`config.mk`:
```
export PLATFORM = sky130hd
export DESIGN_NAME = uart_tx_arbiter_flat
export DESIGN_NICKNAME = d
export VERILOG_FILES = /design/src/rtl/uart_tx_arbiter_if.sv /design/src/rtl/uart_tx_arbiter.sv /design/src/flat_wrapper.sv
export SDC_FILE = /design/constraint.sdc
export NUM_CORES = 1
export LEC_CHECK = 0
export ABC_AREA = 1
export CORE_MARGIN = 8
export CORE_UTILIZATION = 40
export DETAILED_ROUTE_END_ITERATION = 10
export GPL_TIMING_DRIVEN = 0
export MAX_ROUTING_LAYER = met4
export PLACE_DENSITY = 0.8
export SYNTH_ARGS = -nofsm -noshare
export SYNTH_HDL_FRONTEND = slang
export SYNTH_SLANG_ARGS = --single-unit
```
`constraint.sdc`:
```
create_clock -name clk -period 3.9 [get_ports clk]
set_input_delay 0.78 -clock clk [delete_from_list [all_inputs] [get_ports clk]]
set_output_delay 0.78 -clock clk [all_outputs]
set_load 0.05 [all_outputs]
```
`src/rtl/uart_tx_arbiter_if.sv`:
```
// Byte-stream handshake bundle between the requesters, the arbiter and uart_tx.
// master = requester/uart_tx side, slave = arbiter side.
interface uart_tx_arbiter_if #(
  parameter int NREQ = 3
);
  logic [NREQ-1:0]   req_valid;
  logic [NREQ*8-1:0] req_data;
  logic [NREQ-1:0]   req_last;
  logic [NREQ-1:0]   req_ready;
  logic [7:0]        tx_data;
  logic              tx_data_valid;
  logic              tx_data_ready;
  logic [NREQ-1:0]   grant;
  logic              busy;
  logic              timeout;

  modport master (
    output req_valid, req_data, req_last, tx_data_ready,
    input  req_ready, tx_data, tx_data_valid, grant, busy, timeout
  );

  modport slave (
    input  req_valid, req_data, req_last, tx_data_ready,
    output req_ready, tx_data, tx_data_valid, grant, busy, timeout
  );
endinterface

```
`src/rtl/uart_tx_arbiter.sv`:
```
// Packet-granular round-robin arbiter sharing one uart_tx among NREQ requesters.
// Optional forced release of a stalled owner when UARB_TIMEOUT_EN is defined.
module uart_tx_arbiter #(
  parameter int NREQ        = 3,
  parameter int TIMEOUT_CYC = 27000
) (
  input logic              clk,
  input logic              rst,
  uart_tx_arbiter_if.slave bus
);
  localparam int IW = (NREQ > 1) ? $clog2(NREQ) : 1;

  typedef enum logic [1:0] {IDLE, HOLD, LASTWAIT} state_t;

  state_t          r_state,   w_state_nxt;
  logic [IW-1:0]   r_rr_ptr,  w_rr_ptr_nxt;
  logic [IW-1:0]   r_gidx,    w_gidx_nxt;
  logic [NREQ-1:0] r_grant,   w_grant_nxt;
  logic            r_busy,    w_busy_nxt;
  logic [7:0]      r_tx_data, w_tx_data_nxt;
  logic            r_tx_vld,  w_tx_vld_nxt;
  logic            w_cap;
  logic            w_acc;
  logic            w_own_vld;
  logic [IW-1:0]   w_win;
  logic [IW+2:0]   w_base;

  function automatic logic [IW-1:0] rr_pick(input logic [NREQ-1:0] v,
                                            input logic [IW-1:0]   ptr);
    logic          found;
    logic [IW-1:0] idx;
    rr_pick = ptr;
    found   = 1'b0;
    for (int k = 0; k < NREQ; k++) begin
      idx = IW'((int'(ptr) + k) % NREQ);
      if (!found && v[idx]) begin
        rr_pick = idx;
        found   = 1'b1;
      end
    end
  endfunction

  function automatic logic [IW-1:0] next_idx(input logic [IW-1:0] g);
    next_idx = (int'(g) == NREQ - 1) ? '0 : g + 1'b1;
  endfunction

  assign w_win     = rr_pick(bus.req_valid, r_rr_ptr);
  assign w_own_vld = bus.req_valid[r_gidx];
  assign w_base    = {r_gidx, 3'b000};
  // The buffer is refilled only while empty, so at most one byte is ever in flight.
  assign w_cap     = (r_state == HOLD) && !r_tx_vld && w_own_vld;
  assign w_acc     = r_tx_vld && bus.tx_data_ready;

  // r_grant is one-hot on the owner, so it doubles as the consume strobe mask.
  assign bus.req_ready     = (w_cap && !rst) ? r_grant : '0;
  assign bus.tx_data       = r_tx_data;
  assign bus.tx_data_valid = r_tx_vld;
  assign bus.grant         = r_grant;
  assign bus.busy          = r_busy;

`ifdef UARB_TIMEOUT_EN
  logic [31:0] r_stall, w_stall_nxt;
  logic        r_timeout, w_timeout_nxt;
  logic        w_stall;

  assign w_stall     = (r_state == HOLD) && !r_tx_vld && !w_own_vld;
  assign bus.timeout = r_timeout;
`else
  // No forced release in this build; the owner keeps the grant through any stall.
  assign bus.timeout = 1'b0 && (TIMEOUT_CYC > 0);
`endif

  always_comb begin
    w_state_nxt   = r_state;
    w_rr_ptr_nxt  = r_rr_ptr;
    w_gidx_nxt    = r_gidx;
    w_grant_nxt   = r_grant;
    w_busy_nxt    = r_busy;
    w_tx_data_nxt = r_tx_data;
    w_tx_vld_nxt  = r_tx_vld;
`ifdef UARB_TIMEOUT_EN
    w_stall_nxt   = r_stall;
    w_timeout_nxt = 1'b0;
`endif
    case (r_state)
      IDLE: begin
        if (|bus.req_valid) begin
          w_gidx_nxt  = w_win;
          w_grant_nxt = NREQ'(1) << w_win;
          w_busy_nxt  = 1'b1;
          w_state_nxt = HOLD;
        end
      end
      HOLD: begin
        if (w_acc) w_tx_vld_nxt = 1'b0;
        if (w_cap) begin
          w_tx_data_nxt = bus.req_data[w_base +: 8];
          w_tx_vld_nxt  = 1'b1;
          if (bus.req_last[r_gidx]) w_state_nxt = LASTWAIT;
        end
`ifdef UARB_TIMEOUT_EN
        if (w_cap) begin
          w_stall_nxt = '0;
        end else if (w_stall) begin
          if (r_stall == 32'(TIMEOUT_CYC - 1)) begin
            w_stall_nxt   = '0;
            w_timeout_nxt = 1'b1;
            w_grant_nxt   = '0;
            w_busy_nxt    = 1'b0;
            w_rr_ptr_nxt  = next_idx(r_gidx);
            w_state_nxt   = IDLE;
          end else begin
            w_stall_nxt = r_stall + 32'd1;
          end
        end
`endif
      end
      LASTWAIT: begin
        if (w_acc) begin
          w_tx_vld_nxt = 1'b0;
          w_grant_nxt  = '0;
          w_busy_nxt   = 1'b0;
          w_rr_ptr_nxt = next_idx(r_gidx);
          w_state_nxt  = IDLE;
        end
      end
      default: w_state_nxt = IDLE;
    endcase
  end

  always_ff @(posedge clk) begin
    if (rst) begin
      r_state   <= IDLE;
      r_rr_ptr  <= '0;
      r_gidx    <= '0;
      r_grant   <= '0;
      r_busy    <= 1'b0;
      r_tx_data <= 8'h00;
      r_tx_vld  <= 1'b0;
`ifdef UARB_TIMEOUT_EN
      r_stall   <= '0;
      r_timeout <= 1'b0;
`endif
    end else begin
      r_state   <= w_state_nxt;
      r_rr_ptr  <= w_rr_ptr_nxt;
      r_gidx    <= w_gidx_nxt;
      r_grant   <= w_grant_nxt;
      r_busy    <= w_busy_nxt;
      r_tx_data <= w_tx_data_nxt;
      r_tx_vld  <= w_tx_vld_nxt;
`ifdef UARB_TIMEOUT_EN
      r_stall   <= w_stall_nxt;
      r_timeout <= w_timeout_nxt;
`endif
    end
  end
endmodule

```
`src/flat_wrapper.sv`:
```
// flat-port wrapper written by rule: the top's interface ports become plain ports
module uart_tx_arbiter_flat 
#(
  parameter int NREQ        = 3,
  parameter int TIMEOUT_CYC = 27000
)
  (clk, rst, bus_req_valid, bus_req_data, bus_req_last, bus_tx_data_ready, bus_req_ready, bus_tx_data, bus_tx_data_valid, bus_grant, bus_busy, bus_timeout);
  uart_tx_arbiter_if #(.NREQ(NREQ)) bus_i ();
  input logic clk;
  input logic rst;
  input wire logic [$bits(bus_i.req_valid)-1:0] bus_req_valid;
  input wire logic [$bits(bus_i.req_data)-1:0] bus_req_data;
  input wire logic [$bits(bus_i.req_last)-1:0] bus_req_last;
  input wire logic [$bits(bus_i.tx_data_ready)-1:0] bus_tx_data_ready;
  output wire logic [$bits(bus_i.req_ready)-1:0] bus_req_ready;
  output wire logic [$bits(bus_i.tx_data)-1:0] bus_tx_data;
  output wire logic [$bits(bus_i.tx_data_valid)-1:0] bus_tx_data_valid;
  output wire logic [$bits(bus_i.grant)-1:0] bus_grant;
  output wire logic [$bits(bus_i.busy)-1:0] bus_busy;
  output wire logic [$bits(bus_i.timeout)-1:0] bus_timeout;
  assign bus_i.req_valid = bus_req_valid;
  assign bus_i.req_data = bus_req_data;
  assign bus_i.req_last = bus_req_last;
  assign bus_i.tx_data_ready = bus_tx_data_ready;
  assign bus_req_ready = bus_i.req_ready;
  assign bus_tx_data = bus_i.tx_data;
  assign bus_tx_data_valid = bus_i.tx_data_valid;
  assign bus_grant = bus_i.grant;
  assign bus_busy = bus_i.busy;
  assign bus_timeout = bus_i.timeout;
  uart_tx_arbiter #(.NREQ(NREQ), .TIMEOUT_CYC(TIMEOUT_CYC)) u_core (.clk(clk), .rst(rst), .bus(bus_i));
endmodule
```
# == After elaboration in Yosys (flattened, before gate mapping) ==
# Index checks and enable logic that the tools add are counted.
# totals
reg_bits,19
input_bits,33
# op_classes
add_sub_neg,3
div,3
order_cmp,4
n_eq_ne,7
shift,2
muxes,31
n_reduce_logical,19
# op_table
op,count
"remainder unit 32 x 3 -> 32 bit, second input constant",2
"remainder unit 3 x 3 -> 32 bit, second input constant",1
indexed part select 24 x 6 -> 8 bit,1
two-way mux 2 bit,8
"less-than comparator 2 x 3 -> 1 bit, second input constant",4
two-way mux 1 bit,11
binary-select mux 1 bit (select 2 bit),5
two-way mux 3 bit,3
logical AND 1 bit,6
"inequality test 2 x 1 -> 1 bit, second input constant",3
one-hot mux 2 bit (3 select lines),1
one-hot mux 3 bit (2 select lines),1
AND reduction 2 bit,3
"equality test 2 bit, second input constant",2
logical NOT 1 bit,4
one-hot mux 1 bit (2 select lines),2
AND reduction 4 bit,1
nonzero test 2 bit,2
"adder 2 x 1 -> 3 bit, second input constant",1
"adder 2 x 2 -> 3 bit, second input constant",1
AND reduction 3 bit,1
OR reduction 3 bit,1
"left shift 1 x 2 -> 3 bit, first input constant",1
"adder 2 x 1 -> 2 bit, second input constant",1
3 further kinds,3

# == Logic depth before layout (Yosys ltp) ==
# Gate-level depths: netlist of the first run.
# depth
word_depth,13
depth_mapped,13

# == Least setup slack after synthesis of the first run ==
# No wires, ideal clock.
# synth_timing
path_kind,input -> output
from,input port bus_req_valid[1]
to,output port bus_req_ready[0]
t_arrival_ns,1.985
required_time_ns,3.120
slack_ns,1.135
cell_stages,6
path_buffers,0
path_cell_list,inv_1 -> o221ai_2 -> nand2_2 -> nor2_1 -> inv_1 -> nor2_1
# synth_between
elab_chain_len,5
# synth_rtl
element,line,source
start: declaration,flat_wrapper.sv:11,input wire logic [$bits(bus_i.req_valid)-1:0] bus_req_valid;
binary-select mux 1 bit (select 2 bit),uart_tx_arbiter.sv:48,assign w_own_vld = bus.req_valid[r_gidx];
two-way mux 1 bit (implied by the code),uart_tx_arbiter.sv:48,
logical AND 1 bit,uart_tx_arbiter.sv:51,assign w_cap = (r_state == HOLD) && !r_tx_vld && w_own_vld;
logical AND 1 bit,uart_tx_arbiter.sv:55,assign bus.req_ready = (w_cap && !rst) ? r_grant : '0;
two-way mux 3 bit,uart_tx_arbiter.sv:55,
end: declaration,flat_wrapper.sv:15,output wire logic [$bits(bus_i.req_ready)-1:0] bus_req_ready;
# Every way passes these cells. The select of a mux whose other input is x is not followed.

# == Worst setup path in the final report of the first run ==
# layout_timing
from,input port bus_req_valid[1]
to,output port bus_req_ready[2]
# The elaborated chain is that of the path after synthesis.

==> results.ini, run 1 <==
[synthesis]
synth_fa_ha_area_share_pct=6.03
yosysTopAreaCellShare_pct=30.6
yosysTopAreaCell=dfxtp_1
synthXorXnorAreaFrac_pct=0
syn_nets=241
yosys-top-cells-area=dfxtp_1, nand2_1, nand3_1
synth-simple-area-share_pct=37.8
yosysSeqAreaShare_pct=30.6
synth_compound_area_share_pct=15.0
synth-seq-cells=19
avgSynthCellArea_um2=6.16
async_flop_share_pct=0
synth_cell_types=27
synth_edf_count=0
synthMuxAreaShare_pct=0
synthFlopType=dfxtp_1
synth_cells=202
synth_top_family_by_area=simple AND/OR/NAND/NOR gates
synth_warnings=0
synth_area_um2=1240

[layout]
areaGrowthSynthToFinish_pct=44.1
diodes=0
nFillCells=297
postLayoutCoreUtil_pct=59.8
layout.nets=294
drive_gt1_share_pct=7.09

[min_path]
hold_class=reg2reg
worstHoldStart=u_core.bus.busy
worstHoldPathCells=2
min_to=u_core.bus.busy

[global_route]
grt_first_pass_wirelength_mm=5.49
antenna_found_initial=0
grt_usage_pct=13.3
grt-ovfl-total=0
grt_max_degree=12
grt_pass1_vias=1266

[pwr]
intPower_uw=400
power_frac_clock_pct=14.5
p_seq_share_pct=34.3
leakagePower_nw=0.785
ir_worst_vdd_v=0.000168
p_switching_uw=320
cellPowerDensity_nw_per_um2=401
power_frac_comb_pct=51.2
switching_share_pct=44.5

[timing]
relSlewSlack_pct=64.9
min_period_over_period_pct=95.7
rsz0062_at_grt=no
fmax_mhz=268
min_period_ps=3730
worst_pin_slew_ps=524
setup_tns_ps=0
setup_viol=0
drv_slew=0
hold_viol=0
skew_ps=7.21

[route]
drt-initial-drc-count=79
ant_nets=0
via_per_inst=4.82
num_vias=1384
routedWlPerCell_um=11.5
drtPass1Iterations=4
drc=0
wirelength_mm=3.31

[floorplan]
die-area_um2=5150
rows=20
core_um2=3000
die_x_um=71.8
start_util_pct=41.5
die_height_um=71.8
pin_count=50

[clock_tree]
clock_latency_ps=310
post_cts_buffers=0
cts.sinks=19
cts-hold-fix-buffers=0
cts_root_buf=clkbuf_4
clk_pin_slew_ps=110
cts_resized=0
cts_buffer_depth=2
htree_levels=1
cts_tree=done
numCtsBuffers=3

[worst_setup_path]
cp_num_buf_inv=4
reg2reg_from=u_core.r_rr_ptr[0]
crit_chain=clkdlybuf4s50_1 > inv_1 > o221ai_2 > nand2_2 > nor2_1 > inv_1 > nor2_1 > clkdlybuf4s50_1
start_kind=input pin
cp-end-kind=output pin
crit_arrival_ps=2950
worst-setup-path-type=in2out
crit-reg2reg-capture=u_core.bus.grant[2]
cp_top_family=buffers and inverters
required_ps=3120
critical_path.max_stage_delay_ps=800
rr_worst_depth=12
r2r_setup_slack_ps=2090
critPathMaxFanout=10
cpMaxStageDelayCell=clkdlybuf4s50_1

[place]
io_buffers=48
gp_congestion=0.929
dp_hpwl_mm=2.70

[outcome]
outcome=finished, final reports clean

[job]
max_cap_viol_count=0

[worst register-to-register path, cell delays in order (launching register included)]
cell,delay [ps]
dfxtp_1,380
inv_1,70
ha_1,370
inv_1,90
nand2_1,70
nand3_2,80
nand2_4,90
inv_2,40
nand3_1,60
nand2_1,60
o21ai_2,190
nand3_1,110
a21oi_1,120
[placed cells by master (no fill, tap or decap)]
master           instances
conb_1                   1
o21bai_1                 1
clkdlybuf4s50_1         48
o211ai_1                 1
a22oi_1                  1
nand3_1                 20
nand3_2                  1
clkbuf_4                 3
a21oi_1                  9
o21ai_0                 12
nand4_1                  2
nand2_1                 59
a21oi_2                  1
o221ai_2                 1
nand2_4                  1
dfxtp_1                 19
o21ai_1                  1
inv_2                    4
buf_2                    1
nand2_2                  2
clkbuf_1                 1
buf_4                    1
ha_1                     6
nor2_1                  26
inv_1                   25
nor3_1                   1
clkinv_1                 1
o21ai_2                  2
clkinv_2                 1
a31oi_1                  2
[cells in the mapped netlist (2+ instances only)]
cell type  count
o21ai_2        2
nor2_1        26
ha_1           6
inv_1         25
a21oi_1        9
nand2_2        2
o21ai_0       12
nand3_1       20
a31oi_1        2
dfxtp_1       19
inv_2          4
nand2_1       59
nand4_1        2
[through the flow]
step | total power, mW | instances | instance area [um^2] | hold WS [ps] | worst slack, ps
after floorplan | 0.497 | 202 | 1240 | 475 | 1130
after global placement | 0.616 | 283 | 1770 | 451 | 173
after detailed placement | 0.622 | 283 | 1770 | 471 | 169
after CTS | 0.729 | 287 | 1790 | 489 | 170
after global routing | 0.773 | 287 | 1790 | 501 | 72.7
final | 0.720 | 287 | 1790 | 480 | 169
[sequential cells by signal (all words and copies together) (netlist names)]
register	count
u_core.r_state	2
u_core.bus.tx_data_valid	1
u_core.bus.grant	3
u_core.r_rr_ptr	2
u_core.r_gidx	2
u_core.bus.tx_data	8
u_core.bus.busy	1
[worst max-delay path by stage]
stage	slack [ps]	from	cells after the start	to
floorplan	1130	bus_req_valid[1]	6	bus_req_ready[0]
global placement	170	bus_req_valid[1]	8	bus_req_ready[0]
detailed placement	170	bus_req_valid[1]	8	bus_req_ready[2]
CTS	170	bus_req_valid[1]	8	bus_req_ready[2]
global route	70	bus_req_valid[1]	8	bus_req_ready[2]
finish	170	bus_req_valid[1]	8	bus_req_ready[2]
[routing by layer]
metal / vias up / track usage [%] / wire length [um]
met5: - / - / 0
met4: 0 / 6.12 / 72
met3: 7 / 2.23 / 173
met2: 37 / 22.9 / 1590
met1: 596 / 14.6 / 1480
li1: 744 / - / -
[area by class of cell]
cell class / instances / area [um^2] / area share (%)
repair buffers: 48 / 480 / 26.8
clock buffers: 3 / 22.5 / 1.26
inverters: 30 / 113 / 6.28
multi-input cells: 150 / 736 / 41.0
plain buffers: 3 / 16.3 / 0.907
clock inverters: 1 / 5.00 / 0.279
flip-flops and latches: 19 / 380 / 21.2
well taps: 33 / 41.3 / 2.30
[cell families (layout without fill, tap and decap cells)]
kind of cell,count (synthesis),count (layout)
flip-flops,19,19
AND/OR/NAND/NOR,112,112
AO/OA/AOI/OAI,31,31
buffers and inverters,33,85
adder cells (fa/ha/maj),6,6
other,1,1
[power by group through the flow]
stage               clock network [mW]  registers, mW  logic (mW)
CTS                              0.110          0.247       0.372
detailed placement                   0          0.252       0.371
global placement                     0          0.250       0.367
floorplan                            0          0.335       0.163
finish                           0.105          0.247       0.369
global route                     0.116          0.251       0.407
Note: power is estimated with default switching activity, not from simulation.
==> run 2, diff against run 1 <==
- ABC_CLOCK_PERIOD_IN_PS: not set -> 3900
- CORE_ASPECT_RATIO: not set -> 0.75
==> run 2 against run 1 <==
Register-to-register slack about the same; combinational power about the same; critical path depth unchanged; critical endpoint is now bus_req_ready[0]; first-iteration DRC count up 35%; routed wire length up 3.9%; sequential share of layout area down 0.32 points; sequential cell count unchanged; clock skew down 4.6 ps; global-route usage up 0.70 points; fmax down 0.61%; non-clock buffer count unchanged; largest power group unchanged; cell count up 1.7%.
==> results.ini, run 2 (synthesis results as in run 1) <==
[outcome]
outcome=finished, final reports clean

[timing]
min_period_ps=3750  ; +22.9 ps
rsz0062_at_grt=no
relSlewSlack_pct=65.2  ; +0.21 points
drv_slew=0  ; unchanged
worst_pin_slew_ps=521  ; -3.17 ps
min_period_over_period_pct=96.3  ; +0.59 points
setup_viol=0  ; unchanged
fmax_mhz=266  ; -0.61%
setup_tns_ps=0  ; unchanged
skew_ps=2.60  ; -4.61 ps
hold_viol=0  ; unchanged
worst_slack_ps=146  ; -22.9 ps

[route]
drtPass1Iterations=4  ; unchanged
num_vias=1391  ; +0.51%
routedWlPerCell_um=11.8  ; +2.1%
drc=0  ; unchanged
drt-initial-drc-count=107  ; +35%
wirelength_mm=3.44  ; +3.9%
ant_nets=0  ; unchanged
via_per_inst=4.76  ; -1.2%

[layout]
areaGrowthSynthToFinish_pct=46.3
nFillCells=284  ; -4.4%
regArea_um2=380  ; unchanged
diodes=0  ; unchanged
layout_common_cells=nand2_1, clkdlybuf4s50_1, nor2_1
final_common_cell=nand2_1
layout.nets=294  ; unchanged
fin_cells=292  ; +1.7%
drive_gt1_share_pct=7.09  ; unchanged
largest_reg_flops=8  ; unchanged
multi_input_area_um2=736  ; unchanged

[worst_setup_path]
r2r_setup_slack_ps=2090  ; about the same
required_ps=3120  ; about the same
cp-end-kind=output pin
worst-setup-path-type=in2out
rr_worst_depth=13  ; +1
critPathMaxFanout=10  ; unchanged
crit_arrival_ps=2970  ; +20 ps
critical_path.max_stage_delay_ps=810  ; about the same
start_kind=input pin
crit-reg2reg-capture=u_core.r_gidx[1]
cpMaxStageDelayCell=clkdlybuf4s50_1
crit_chain=clkdlybuf4s50_1 > inv_1 > o221ai_2 > nand2_2 > nor2_1 > inv_1 > nor2_1 > clkdlybuf4s50_1
reg2reg_from=u_core.r_rr_ptr[0]

[global_route]
antenna_found_initial=0  ; unchanged
grt_max_degree=13  ; +1
grt-ovfl-total=0  ; unchanged
grt_usage_pct=14.0  ; +0.70 points
globalRouteMet3Util_pct=4.61  ; +2.4 points
grt_first_pass_wirelength_mm=5.75  ; +4.8%
use_met1_pct=17.3  ; +2.7 points
busiest_layer=met2
grt_pass1_vias=1322  ; +4.4%
use_met2_pct=22.3  ; -0.60 points

[min_path]
hold_class=reg2reg
min_to=u_core.bus.busy
worstHoldStart=u_core.bus.busy
worstHoldPathCells=2  ; unchanged

[clock_tree]
htree_levels=1  ; unchanged
clock_latency_ps=250  ; -60 ps
cts-hold-fix-buffers=0  ; unchanged
cts.sinks=19  ; unchanged
numCtsBuffers=3  ; unchanged
cts_buffer_depth=2  ; unchanged
clk_pin_slew_ps=70  ; -40 ps
cts_resized=0  ; unchanged
cts_tree=done
post_cts_buffers=0  ; unchanged
cts_root_buf=clkbuf_8

[floorplan]
die_x_um=80.4  ; +12%
rows=17  ; -15%
die-area_um2=5170  ; +0.36%
pin_count=50  ; unchanged
die_height_um=64.3  ; -10%
start_util_pct=42.1  ; +0.65 points
core_um2=2960  ; -1.5%

[pwr]
ir_worst_vdd_v=0.000204  ; +22%
cellPowerDensity_nw_per_um2=414  ; +3.2%
leakagePower_nw=0.789  ; +0.51%
p_total_uw=755  ; +4.8%

[place]
dp_hpwl_mm=2.86  ; +5.9%
dpl_worst_slack_ps=154  ; -15.5 ps
gp_congestion=0.952  ; +2.6%
placed_cells=288  ; +1.8%
io_buffers=48  ; unchanged

[job]
max_cap_viol_count=0  ; unchanged

==> run 2: changes by cell type in the layout (fill, tap and decap cells not counted), sizes merged <==
cell and change:
clkinvlp +1, clkinv -1
==> run 2: area by class of cell <==
type | count | share of cell area, %
multi-input combinational | 150 | 40.4
timing repair buffer | 48 | 26.4
sequential | 19 | 20.9
inverter | 30 | 6.18
tap | 38 | 2.61
clock buffer | 3 | 2.27
buffer | 3 | 0.893
clock inverter | 1 | 0.412
==> run 2: routing by layer <==
| metal | up-vias | wire, um |
|---|---|---|
| met1 | 608 | 1600 |
| met3 | 0 | 243 |
| met2 | 42 | 1600 |
| met4 | 0 | 0 |
| li1 | 741 | - |
| met5 | - | 0 |
==> run 2: power by group <==
| group | internal (mW) | switching [mW] |
|---|---|---|
| Clock | 0.0719 | 0.0656 |
| Combinational | 0.135 | 0.235 |
| Sequential | 0.227 | 0.0203 |
| Total | 0.434 | 0.321 |
==> run 2: how the worst max path moves through the flow <==
| stage | startpoint | end | slack, ps |
|---|---|---|---|
| 2_1_floorplan | bus_req_valid[1] | bus_req_ready[0] | 1130 |
| 3_3_place_gp | bus_req_valid[1] | bus_req_ready[0] | 180 |
| 3_5_place_dp | bus_req_valid[1] | bus_req_ready[0] | 150 |
| 4_1_cts | bus_req_valid[1] | bus_req_ready[0] | 150 |
| 5_1_grt | bus_req_valid[1] | bus_req_ready[2] | 20 |
| 6_report | bus_req_valid[1] | bus_req_ready[0] | 150 |
==> run 2: worst max-delay path, delay by kind of cell <==
family / cells / cell delay (ps)
buffers and inverters: 4 / 1550
AND/OR/NAND/NOR: 3 / 440
AO/OA/AOI/OAI: 1 / 210
==> run 2: stage by stage <==
stage	util, %	hold slack [ps]	area [um^2]
detailed placement	60.0	456	1770
global placement	60.0	449	1770
CTS	61.6	465	1820
finish	61.6	462	1820
floorplan	-	475	1240
global route	61.6	494	1820
==> run 3, diff against run 2 <==
- ABC_AREA: 1 -> not set
- CORE_UTILIZATION: 40 -> 47
- GPL_TIMING_DRIVEN: 0 -> not set
- PLACE_DENSITY: 0.8 -> 0.9
==> run 3 against run 2 <==
Clock power down 28%; sequential cell count unchanged; synthesized cell count down 22%; first-iteration DRC count down 8.4%; core utilization up 9.1 points; sequential share of layout area down 0.20 points; synthesized area up 3.3%; combinational power up 5.4%; critical path depth down 2; die area down 9.4%; hold slack better by 35 ps; clock-buffer cell count unchanged; critical endpoint is now bus_req_ready[2].
==> results.ini, run 3 <==
[outcome]
outcome=finished, final reports clean

[place]
gp_congestion=0.887  ; -6.8%
io_buffers=48  ; unchanged
placed_area_um2=1810  ; +2.2%
placed_cells=235  ; -18%
dpl_worst_slack_ps=637  ; +484 ps
dp_hpwl_mm=3.12  ; +9.1%

[worst_setup_path]
start_kind=input pin
crit_arrival_ps=2500  ; -470 ps
crit_chain=clkdlybuf4s50_1 > mux2i_1 > o2bb2ai_2 > nand3b_2 > nor3b_1 > buf_12
cp-end-kind=output pin
critical_path.max_stage_delay_ps=610  ; -200 ps
required_ps=3120  ; about the same
worst-setup-path-type=in2out
cp_top_family=buffers and inverters
r2r_setup_slack_ps=1600  ; -490 ps
critPathMaxFanout=7  ; -3
cp_num_buf_inv=2  ; -2
cpMaxStageDelayCell=clkdlybuf4s50_1

[clock_tree]
numCtsBuffers=3  ; unchanged
cts-hold-fix-buffers=0  ; unchanged
cts_resized=0  ; unchanged
clock_latency_ps=300  ; +50 ps
post_cts_buffers=0  ; unchanged
cts_root_buf=clkbuf_4
cts_tree=done
clk_pin_slew_ps=100  ; +30 ps
cts_buffer_depth=2  ; unchanged
cts.sinks=19  ; unchanged
htree_levels=1  ; unchanged

[min_path]
hold_class=reg2reg

[floorplan]
core_um2=2600  ; -12%
die-area_um2=4680  ; -9.4%
start_util_pct=49.4  ; +7.3 points
pin_count=50  ; unchanged
die_x_um=76.4  ; -5.0%
die_height_um=61.3  ; -4.7%
rows=16  ; -1

[global_route]
antenna_found_initial=0  ; unchanged
grt_usage_pct=17.1  ; +3.1 points
grt_first_pass_wirelength_mm=6.36  ; +11%
grt_max_degree=15  ; +2
grt-ovfl-total=0  ; unchanged
grt_pass1_vias=1403  ; +6.1%

[synthesis]
synth_cell_types=37  ; +37%
yosysSeqAreaShare_pct=29.6  ; -0.98 points
yosysTopAreaCell=dfxtp_1
post-synth-top-count-cell=mux2i_1
synth_edf_count=0  ; unchanged
synth_common_cells=mux2i_1, dfxtp_1, nand2_1, nor2_1, o21ai_0
async_flop_share_pct=0  ; unchanged
avgSynthCellArea_um2=8.19  ; +33%
yosysTopAreaCellShare_pct=29.6  ; -0.98 points
synth_warnings=0  ; unchanged
yosys-top-cells-area=dfxtp_1, mux2i_1, ha_1
synth_area_um2=1290  ; +3.3%
synthFlopType=dfxtp_1
synth-seq-cells=19  ; unchanged
synth_cells=157  ; -22%
syn_nets=196  ; -19%

[layout]
multi_input_area_um2=831  ; +13%
postLayoutCoreUtil_pct=70.7  ; +9.1 points
layout_common_cells=clkdlybuf4s50_1, mux2i_1, dfxtp_1
layout.nets=243  ; -17%
drive_gt1_share_pct=6.90  ; -0.19 points
diodes=0  ; unchanged
nFillCells=202  ; -29%
areaGrowthSynthToFinish_pct=43.0
largest_reg_flops=8  ; unchanged
fin_cells=239  ; -18%
final_common_cell=clkdlybuf4s50_1
regArea_um2=380  ; unchanged
fin_area_um2=1840  ; +0.96%

[timing]
rsz0062_at_grt=no
hold_viol=0  ; unchanged
worst_pin_slew_ps=764  ; +243 ps
setup_viol=0  ; unchanged
setup_tns_ps=0  ; unchanged
min_period_ps=3280  ; -470 ps
worst_slack_ps=616  ; +470 ps
min_period_over_period_pct=84.2  ; -12 points
hold_slack_ps=497  ; +35.0 ps
relSlewSlack_pct=49.0  ; -16 points
skew_ps=12.5  ; +9.89 ps
fmax_mhz=305  ; +14%
drv_slew=0  ; unchanged

[route]
wl_met1_mm=1.68  ; +5.2%
drtPass1Iterations=4  ; unchanged
ant_nets=0  ; unchanged
drt-initial-drc-count=98  ; -8.4%
top_layer_used=met4
via_per_inst=5.61  ; +18%
wl_met3_um=324  ; +33%
wirelength_mm=3.90  ; +13%
num_vias=1341  ; -3.6%
drc=0  ; unchanged
routedWlPerCell_um=16.3  ; +39%
dr_wl_met2_mm=1.85  ; +16%

[pwr]
cellPowerDensity_nw_per_um2=412  ; -0.59%
ir_worst_vdd_v=0.000235  ; +15%
p_total_uw=758  ; +0.37%
leakagePower_nw=0.699  ; -11%

[job]
max_cap_viol_count=0  ; unchanged

## run 3: cell types whose count changed in the layout (fill, tap and decap cells not counted), moves of 4 or more
cell / change
nand3b_1: +4
nor2_1: -10
inv_2: -4
nand2b_1: +7
inv_1: -19
nor3b_1: +5
nand2_1: -42
mux2i_1: +21
nand3_1: -18
## run 3: worst paths after layout
check,from,to,depth (start not counted)
max,bus_req_valid[1],bus_req_ready[2],6
min,u_core.bus.grant[1],u_core.bus.grant[1],1
max reg2reg,u_core.r_gidx[1],u_core.bus.tx_data_valid,6
min reg2reg,u_core.bus.grant[1],u_core.bus.grant[1],1
## run 3: worst reg2reg max path, stage by stage, from the launching register on
cell	delay, ps
dfxtp_1	650
nor2b_2	540
o2bb2ai_2	180
nand3b_2	170
buf_4	230
or3b_1	370
a21oi_2	110
## run 3: layer usage
layer	vias up	track usage, %
li1	647	-
met1	618	19.4
met2	70	29.6
met3	6	5.10
met4	0	4.36
met5	-	-
## run 3: final cells by class
cell class / count / area share [%]
repair buffers: 51 / 29.0
clock inverters: 1 / 0.272
inverters: 6 / 1.22
flip-flops and latches: 19 / 20.7
well taps: 36 / 2.45
multi-input cells: 123 / 45.2
clock buffers: 3 / 1.22
## run 3: cell families (layout without fill, tap and decap cells)
logic type,after synthesis,count (layout),synth area share [%]
compound gates,36,36,18.7
fa+ha+maj,6,6,5.84
buf+inv,15,61,5.84
mux,21,21,16.3
simple gates,59,59,23.4
flops,19,19,29.6
other cells,1,1,0.292
## run 3: power breakdown
group,internal [mW],switching (mW)
logic,0.166,0.224
clock network,0.0382,0.0608
registers,0.228,0.0410
total,0.432,0.326
